--- src/rtl/multicycle_controller_if.sv ---
// ============================================================================
// Module : multicycle_controller_if
// Brief  : Controller <-> datapath bundle: decode inputs and control outputs.
// Rev    : 1.0  initial release
// ============================================================================
`default_nettype none

interface multicycle_controller_if;
    logic [3:0] Op;
    logic [8:0] Func;
    logic       Zero;

    logic       AdrSrc;
    logic       MemWrite;
    logic       IRWrite;
    logic       RegWrite;
    logic       A3Src;
    logic       PCWrite;
    logic       OldPCWrite;
    logic       MDRWrite;
    logic       ResultSrc;
    logic [1:0] ALUSrcA;
    logic [1:0] ALUSrcB;
    logic [1:0] ImmSrc;
    logic [1:0] PCSrc;
    logic [2:0] ALUControl;
    logic       Halted;

    modport master (
        input  Op, Func, Zero,
        output AdrSrc, MemWrite, IRWrite, RegWrite, A3Src, PCWrite, OldPCWrite,
               MDRWrite, ResultSrc, ALUSrcA, ALUSrcB, ImmSrc, PCSrc, ALUControl,
               Halted
    );

    modport slave (
        output Op, Func, Zero,
        input  AdrSrc, MemWrite, IRWrite, RegWrite, A3Src, PCWrite, OldPCWrite,
               MDRWrite, ResultSrc, ALUSrcA, ALUSrcB, ImmSrc, PCSrc, ALUControl,
               Halted
    );
endinterface

`default_nettype wire

--- src/rtl/multicycle_controller.sv ---
// ============================================================================
// Module : multicycle_controller
// Brief  : Moore FSM control unit for a multicycle CPU. Optional macro
//          MC_ILLEGAL_TRAP_EN makes illegal Op/Func trap into a HALT state.
// Rev    : 1.0  initial release
// ============================================================================
`default_nettype none

module multicycle_controller (
    input  wire                     clk,
    input  wire                     reset,
    multicycle_controller_if.master io_ctl
);

    typedef enum logic [3:0] {
        S_FETCH  = 4'd0,
        S_DECODE = 4'd1,
        S_MEM_RD = 4'd2,
        S_LD_WB  = 4'd3,
        S_MEM_WR = 4'd4,
        S_JMP    = 4'd5,
        S_BRZ    = 4'd6,
        S_C_EXEC = 4'd7,
        S_C_WB   = 4'd8,
        S_I_EXEC = 4'd9,
        S_I_WB   = 4'd10,
        S_HALT   = 4'd11
    } state_t;

    localparam logic [2:0] c_ALU_ADD   = 3'b000;
    localparam logic [2:0] c_ALU_SUB   = 3'b001;
    localparam logic [2:0] c_ALU_AND   = 3'b010;
    localparam logic [2:0] c_ALU_OR    = 3'b011;
    localparam logic [2:0] c_ALU_NOT   = 3'b100;
    localparam logic [2:0] c_ALU_PASSA = 3'b110;
    localparam logic [2:0] c_ALU_PASSB = 3'b111;

`ifdef MC_ILLEGAL_TRAP_EN
    localparam state_t c_ILLEGAL_NEXT = S_HALT;
`else
    localparam state_t c_ILLEGAL_NEXT = S_FETCH;
`endif

    state_t     r_state;
    state_t     w_next;

    logic       w_adr, w_mw, w_irw, w_rw, w_a3, w_pcw, w_opw, w_mdr, w_rs;
    logic [1:0] w_sa, w_sb, w_imm, w_pcs;
    logic [2:0] w_alu;

    logic       w_c_legal;
    logic [1:0] w_c_sa, w_c_sb;
    logic [2:0] w_c_alu;
    logic       w_c_a3;
    logic [2:0] w_i_alu;
    logic [1:0] w_i_imm;

    // Type-C Func must be exactly one-hot within bits [7:0] with bit 8 clear.
    assign w_c_legal = ~io_ctl.Func[8] && (io_ctl.Func[7:0] != 8'd0) &&
                       ((io_ctl.Func[7:0] & (io_ctl.Func[7:0] - 8'd1)) == 8'd0);

    always_comb begin
        w_c_sa  = 2'b00;
        w_c_sb  = 2'b00;
        w_c_alu = c_ALU_ADD;
        w_c_a3  = 1'b0;
        if (io_ctl.Func[0]) begin
            w_c_sa  = 2'b10;
            w_c_alu = c_ALU_PASSA;
            w_c_a3  = 1'b1;
        end else if (io_ctl.Func[1]) begin
            w_c_alu = c_ALU_PASSB;
        end else if (io_ctl.Func[2]) begin
            w_c_sa  = 2'b10;
            w_c_alu = c_ALU_ADD;
        end else if (io_ctl.Func[3]) begin
            w_c_sa  = 2'b10;
            w_c_alu = c_ALU_SUB;
        end else if (io_ctl.Func[4]) begin
            w_c_sa  = 2'b10;
            w_c_alu = c_ALU_AND;
        end else if (io_ctl.Func[5]) begin
            w_c_sa  = 2'b10;
            w_c_alu = c_ALU_OR;
        end else if (io_ctl.Func[6]) begin
            w_c_sa  = 2'b10;
            w_c_alu = c_ALU_NOT;
        end
    end

    // Immediate ops 11xx: low Op bits map directly onto add/sub/and/or.
    assign w_i_alu = {1'b0, io_ctl.Op[1:0]};
    assign w_i_imm = {1'b0, io_ctl.Op[1]};

    always_ff @(posedge clk or negedge reset) begin
        if (!reset) begin
            r_state <= S_FETCH;
        end else begin
            r_state <= w_next;
        end
    end

    always_comb begin
        w_next = r_state;
        w_adr  = 1'b0;
        w_mw   = 1'b0;
        w_irw  = 1'b0;
        w_rw   = 1'b0;
        w_a3   = 1'b0;
        w_pcw  = 1'b0;
        w_opw  = 1'b0;
        w_mdr  = 1'b0;
        w_rs   = 1'b0;
        w_sa   = 2'b00;
        w_sb   = 2'b00;
        w_imm  = 2'b00;
        w_pcs  = 2'b00;
        w_alu  = c_ALU_ADD;
        case (r_state)
            S_FETCH: begin
                w_irw  = 1'b1;
                w_opw  = 1'b1;
                w_pcw  = 1'b1;
                w_sb   = 2'b01;
                w_next = S_DECODE;
            end
            S_DECODE: begin
                case (io_ctl.Op)
                    4'b0000: w_next = S_MEM_RD;
                    4'b0001: w_next = S_MEM_WR;
                    4'b0010: w_next = S_JMP;
                    4'b0100: w_next = S_BRZ;
                    4'b1000: begin
                        if (!w_c_legal)          w_next = c_ILLEGAL_NEXT;
                        else if (io_ctl.Func[7]) w_next = S_FETCH;
                        else                     w_next = S_C_EXEC;
                    end
                    4'b1100, 4'b1101, 4'b1110, 4'b1111: w_next = S_I_EXEC;
                    default: w_next = c_ILLEGAL_NEXT;
                endcase
            end
            S_MEM_RD: begin
                w_adr  = 1'b1;
                w_mdr  = 1'b1;
                w_next = S_LD_WB;
            end
            S_LD_WB: begin
                w_rw   = 1'b1;
                w_rs   = 1'b1;
                w_next = S_FETCH;
            end
            S_MEM_WR: begin
                w_adr  = 1'b1;
                w_mw   = 1'b1;
                w_next = S_FETCH;
            end
            S_JMP: begin
                w_pcw  = 1'b1;
                w_pcs  = 2'b01;
                w_next = S_FETCH;
            end
            S_BRZ: begin
                w_sa   = 2'b10;
                w_alu  = c_ALU_PASSA;
                w_pcs  = 2'b10;
                w_pcw  = io_ctl.Zero;
                w_next = S_FETCH;
            end
            S_C_EXEC, S_C_WB: begin
                w_sa   = w_c_sa;
                w_sb   = w_c_sb;
                w_alu  = w_c_alu;
                w_a3   = w_c_a3;
                w_rw   = (r_state == S_C_WB);
                w_next = (r_state == S_C_EXEC) ? S_C_WB : S_FETCH;
            end
            S_I_EXEC, S_I_WB: begin
                w_sa   = 2'b10;
                w_sb   = 2'b10;
                w_alu  = w_i_alu;
                w_imm  = w_i_imm;
                w_rw   = (r_state == S_I_WB);
                w_next = (r_state == S_I_EXEC) ? S_I_WB : S_FETCH;
            end
            S_HALT: begin
                w_next = S_HALT;
            end
            default: begin
                w_next = S_FETCH;
            end
        endcase
    end

    // Strobes are gated by reset so they drop the instant reset asserts.
    assign io_ctl.IRWrite    = w_irw & reset;
    assign io_ctl.OldPCWrite = w_opw & reset;
    assign io_ctl.PCWrite    = w_pcw & reset;
    assign io_ctl.RegWrite   = w_rw  & reset;
    assign io_ctl.MemWrite   = w_mw  & reset;
    assign io_ctl.MDRWrite   = w_mdr & reset;

    assign io_ctl.AdrSrc     = w_adr;
    assign io_ctl.A3Src      = w_a3;
    assign io_ctl.ResultSrc  = w_rs;
    assign io_ctl.ALUSrcA    = w_sa;
    assign io_ctl.ALUSrcB    = w_sb;
    assign io_ctl.ImmSrc     = w_imm;
    assign io_ctl.PCSrc      = w_pcs;
    assign io_ctl.ALUControl = w_alu;

`ifdef MC_ILLEGAL_TRAP_EN
    assign io_ctl.Halted = (r_state == S_HALT) & reset;
`else
    assign io_ctl.Halted = 1'b0;
`endif

endmodule

`default_nettype wire

--- src/flat_wrapper.sv ---
// flat-port wrapper written by rule: the top's interface ports become plain ports
module multicycle_controller_flat 
  (clk, reset, io_ctl_Op, io_ctl_Func, io_ctl_Zero, io_ctl_AdrSrc, io_ctl_MemWrite, io_ctl_IRWrite, io_ctl_RegWrite, io_ctl_A3Src, io_ctl_PCWrite, io_ctl_OldPCWrite, io_ctl_MDRWrite, io_ctl_ResultSrc, io_ctl_ALUSrcA, io_ctl_ALUSrcB, io_ctl_ImmSrc, io_ctl_PCSrc, io_ctl_ALUControl, io_ctl_Halted);
  multicycle_controller_if io_ctl_i ();
  input  wire clk;
  input  wire reset;
  input wire logic [$bits(io_ctl_i.Op)-1:0] io_ctl_Op;
  input wire logic [$bits(io_ctl_i.Func)-1:0] io_ctl_Func;
  input wire logic [$bits(io_ctl_i.Zero)-1:0] io_ctl_Zero;
  output wire logic [$bits(io_ctl_i.AdrSrc)-1:0] io_ctl_AdrSrc;
  output wire logic [$bits(io_ctl_i.MemWrite)-1:0] io_ctl_MemWrite;
  output wire logic [$bits(io_ctl_i.IRWrite)-1:0] io_ctl_IRWrite;
  output wire logic [$bits(io_ctl_i.RegWrite)-1:0] io_ctl_RegWrite;
  output wire logic [$bits(io_ctl_i.A3Src)-1:0] io_ctl_A3Src;
  output wire logic [$bits(io_ctl_i.PCWrite)-1:0] io_ctl_PCWrite;
  output wire logic [$bits(io_ctl_i.OldPCWrite)-1:0] io_ctl_OldPCWrite;
  output wire logic [$bits(io_ctl_i.MDRWrite)-1:0] io_ctl_MDRWrite;
  output wire logic [$bits(io_ctl_i.ResultSrc)-1:0] io_ctl_ResultSrc;
  output wire logic [$bits(io_ctl_i.ALUSrcA)-1:0] io_ctl_ALUSrcA;
  output wire logic [$bits(io_ctl_i.ALUSrcB)-1:0] io_ctl_ALUSrcB;
  output wire logic [$bits(io_ctl_i.ImmSrc)-1:0] io_ctl_ImmSrc;
  output wire logic [$bits(io_ctl_i.PCSrc)-1:0] io_ctl_PCSrc;
  output wire logic [$bits(io_ctl_i.ALUControl)-1:0] io_ctl_ALUControl;
  output wire logic [$bits(io_ctl_i.Halted)-1:0] io_ctl_Halted;
  assign io_ctl_i.Op = io_ctl_Op;
  assign io_ctl_i.Func = io_ctl_Func;
  assign io_ctl_i.Zero = io_ctl_Zero;
  assign io_ctl_AdrSrc = io_ctl_i.AdrSrc;
  assign io_ctl_MemWrite = io_ctl_i.MemWrite;
  assign io_ctl_IRWrite = io_ctl_i.IRWrite;
  assign io_ctl_RegWrite = io_ctl_i.RegWrite;
  assign io_ctl_A3Src = io_ctl_i.A3Src;
  assign io_ctl_PCWrite = io_ctl_i.PCWrite;
  assign io_ctl_OldPCWrite = io_ctl_i.OldPCWrite;
  assign io_ctl_MDRWrite = io_ctl_i.MDRWrite;
  assign io_ctl_ResultSrc = io_ctl_i.ResultSrc;
  assign io_ctl_ALUSrcA = io_ctl_i.ALUSrcA;
  assign io_ctl_ALUSrcB = io_ctl_i.ALUSrcB;
  assign io_ctl_ImmSrc = io_ctl_i.ImmSrc;
  assign io_ctl_PCSrc = io_ctl_i.PCSrc;
  assign io_ctl_ALUControl = io_ctl_i.ALUControl;
  assign io_ctl_Halted = io_ctl_i.Halted;
  multicycle_controller u_core (.clk(clk), .reset(reset), .io_ctl(io_ctl_i));
endmodule
--- config.mk ---
export PLATFORM = sky130hd
export DESIGN_NAME = multicycle_controller_flat
export DESIGN_NICKNAME = d
export VERILOG_FILES = /design/src/rtl/multicycle_controller_if.sv /design/src/rtl/multicycle_controller.sv /design/src/flat_wrapper.sv
export SDC_FILE = /design/constraint.sdc
export NUM_CORES = 1
export LEC_CHECK = 0
export BUFFER_PORTS_ARGS = -buffer_cell sky130_fd_sc_hd__buf_2
export CORE_ASPECT_RATIO = 1.4
export CORE_UTILIZATION = 30
export CTS_CLUSTER_DIAMETER = 30
export DETAILED_ROUTE_END_ITERATION = 16
export PLACE_DENSITY_LB_ADDON = 0.25
export SLEW_MARGIN = 20
export SYNTH_ARGS = -nofsm -noshare
export SYNTH_HDL_FRONTEND = slang
export SYNTH_SLANG_ARGS = --single-unit
--- constraint.sdc ---
create_clock -name clk -period 4.1 [get_ports clk]
set_clock_uncertainty 0.15 [all_clocks]
set_input_delay 0.82 -clock clk [delete_from_list [all_inputs] [get_ports clk]]
set_output_delay 0.82 -clock clk [all_outputs]
set_load 0.1 [all_outputs]
==> summary.txt <==
Route
  • Drt total wl: around 1900 um
  • DR iter-0 viols: 19
  • DR vias/cell: approximately 5.6
  • Initial DRT Pass Iterations: 6
  • Vias: about 870
  • DRC: 0
  • Wirelength per Cell: 12.2 um
  • Post-DRT Antenna Nets: 0

Synthesis
  • Synth Cell Area: between 700 and 800 um2
  • Cells after Synth: about 110
  • Cell taking the most area after synthesis: dfrtp_1
  • Fraction of registers with async set/reset: 100%
  • Top post-synthesis cells by area: dfrtp_1 (14%), nor2_1 (6.1%), a21oi_1 (4.7%)
  • Post-synthesis sequential area ratio: between 10% and 20%
  • Post-synth EDFFs: 0
  • Most numerous cell in the Yosys netlist: nor2_1
  • Ys flop type: dfrtp_1
  • Syn avg cell area: just over 7 um2
  • Flops & latches, synth: 4
  • Synth top area share: a little over an eighth
  • Synth top cells by count: nor2_1 (12), a21oi_1 (7), inv_1 (5), o21ai_0 (5)
  • Yosys warns: 0
  • Number of distinct library cells after synthesis: 42

Power and ir drop
  • LEAKAGE: around 0.43 nW
  • Pint: approximately 0.21 mW
  • Power density cells: 803 nW/um2
  • Comb power frac: 78.2%
  • Register share of total power: 15.3%
  • Clk network pwr share: 6.5%
  • Net Switching: between 0.5 and 0.6 mW
  • VDD IR-drop max: ~0.00037 V
  • Design Power: 0.751 mW
  • Sw Ratio: slightly above 70%

Clock tree
  • Setup bufs post-CTS: 0
  • CTS Buf Count: 3
  • CTS Sinks: 4
  • CTS root buffer: clkbuf_4
  • CTS H-tree depth: 1
  • Hold_buf cts: 0
  • CTS resizes: 0
  • CTS tree: built
  • Longest Clk Path Bufs: 2
  • Later-pin clock latency in the skew report: roughly 0.23 ns
  • Clock-pin slew on the worst setup and hold paths: ~0.040 ns

Critical path
  • CP Cell Sequence: buf_2 > nor3_2 > a311oi_1 > o31a_1 > o22ai_1 > buf_2
  • Crit-path slowest cell: buf_2
  • Setup crit start kind: input pin
  • Worst EP required: approximately 3.1 ns
  • CP peak stage delay: 0.45 ns
  • Critical Path AT: roughly 2.3 ns
  • Most frequent CP cell: buf_2
  • Critical path start-end classification: in2out
  • Worst Path Max Fanout: 5
  • CP Capture Type: primary output

Die
  • Row count: 20
  • Die Width: 44.0 um
  • Core Box Area: 2250 um2
  • Starting Density: approximately a third
  • IO Count: 37
  • Die Span Y: around 61 um
  • Die area: 2670 um2

STA
  • Tcrit/Tclk final: 79.2%
  • Slew Limit Fails: 0
  • Highest Clock Rate: between 300 and 400 MHz
  • Fin. Hold Viols: 0
  • Worst slew margin: 57.3%
  • Final setup viols: 0
  • Worst slew pin tran: around 0.64 ns
  • Tmin final: 3.25 ns
  • RSZ-0062 raised after global routing: false
  • Setup tns final: 0 ns
  • Final worst setup slack: around 0.85 ns

Place
  • Place WS: about 0.85 ns
  • Post-DP HPWL: between 1000 and 1500 um
  • # port buffers: 33
  • Final GP Congestion: around 0.8

GRT
  • GRT Util Overall: between 10% and 20%
  • Antenna violations before repair: 0
  • Pin count of the biggest net entering global routing: 23
  • First-pass GRT wire length: 3240 um
  • Grt ovf: 0
  • Vias in the first global route: roughly 720

Layout
  • # diodes: 0
  • Biggest regs: u_core.r_state (4)
  • Max reg flops: 4
  • Post-layout util: roughly two fifths
  • Layout cells sized above 1: ~37%
  • Reg with most FFs: u_core.r_state
  • Nets: 151
  • Area delta synth->final: 26.4%

Min path
  • Hold Crit Class: in2async

Job
  • Max_cap viols: 0

Outcome
  • Run status: complete, no violations
[path summary, 6_finish.rpt]
path	from	endpoint	slack, ns	cells after the start
worst max-delay path	io_ctl_Func[2]	io_ctl_ALUControl[2]	0.85	6
worst min-delay path	reset	u_core.r_state[1]	0.25	1
worst max register to register	u_core.r_state[1]	u_core.r_state[1]	2.48	3
worst min register to register	u_core.r_state[2]	u_core.r_state[1]	0.63	1
max in group asynchronous	reset	u_core.r_state[2]	3.41	1
min in group clk	u_core.r_state[2]	u_core.r_state[1]	0.63	1
[cell type report]
class                   count  area, um2
inverters                   5       18.8
flip-flops and latches      4        100
clock buffers               3       22.5
repair buffers             33        165
fillers                   241       1320
multi-input cells          88        601
well taps                  22       27.5
[layout by cell type (no fill, tap or decap), types with 2 or more instances in the layout]
master / instances
nor3_2: 2
and3_1: 4
conb_1: 3
nand2b_1: 4
dfrtp_1: 4
nand2_1: 4
nand3_1: 3
nor3b_2: 2
o211ai_1: 3
xor2_1: 2
buf_2: 33
a21oi_1: 7
o21ai_0: 4
o22ai_1: 3
o221ai_2: 2
nor3_1: 3
inv_1: 5
or2_2: 2
and2_1: 2
nor2b_1: 4
o31a_1: 2
clkbuf_4: 3
a31oi_1: 2
nor2_1: 12
[cell families (layout without fill, tap and decap cells)]
family	after synthesis	in the layout	share of synthesized area [%]
AOI/OAI and AO/OA	34	34	35.7
xor gates and xnor gates	3	3	3.55
adders and majority gates	1	1	1.35
buffers and inverters	15	41	9.81
DFF	4	4	13.5
muxes	1	1	1.35
other	1	3	0.507
and+or+nand+nor	46	46	34.2
[through the flow]
stage          cells  area [um2]  hold slack, ns
2_1_floorplan    107         773           0.374
3_3_place_gp     152         912           0.501
3_5_place_dp     152         912           0.502
4_1_cts          155         935           0.250
5_1_grt          155         935           0.248
6_report         155         935           0.253
[power by group through the flow]
stage	sequential [mW]	combinational [mW]	clock [mW]
floorplan	0.0645	0.563	0
global placement	0.115	0.585	0
detailed placement	0.115	0.588	0
CTS	0.115	0.590	0.0509
global route	0.125	0.617	0.0550
finish	0.115	0.587	0.0488
[per-layer routing]
| metal | up-vias | wire, um | GRT usage [%] |
|---|---|---|---|
| met2 | 27 | 963 | 27.5 |
| li1 | 439 | - | - |
| met4 | 0 | 13 | 7.79 |
| met5 | - | 0 | 0 |
| met3 | 2 | 63 | 0.893 |
| met1 | 399 | 853 | 20.3 |
[worst max-delay path: cells and delay by family]
family	cells	cell delay [ns]
buf+inv	2	0.57
simple gates	1	0.31
compound gates	3	0.57
Power figures use the tool's default switching activity.
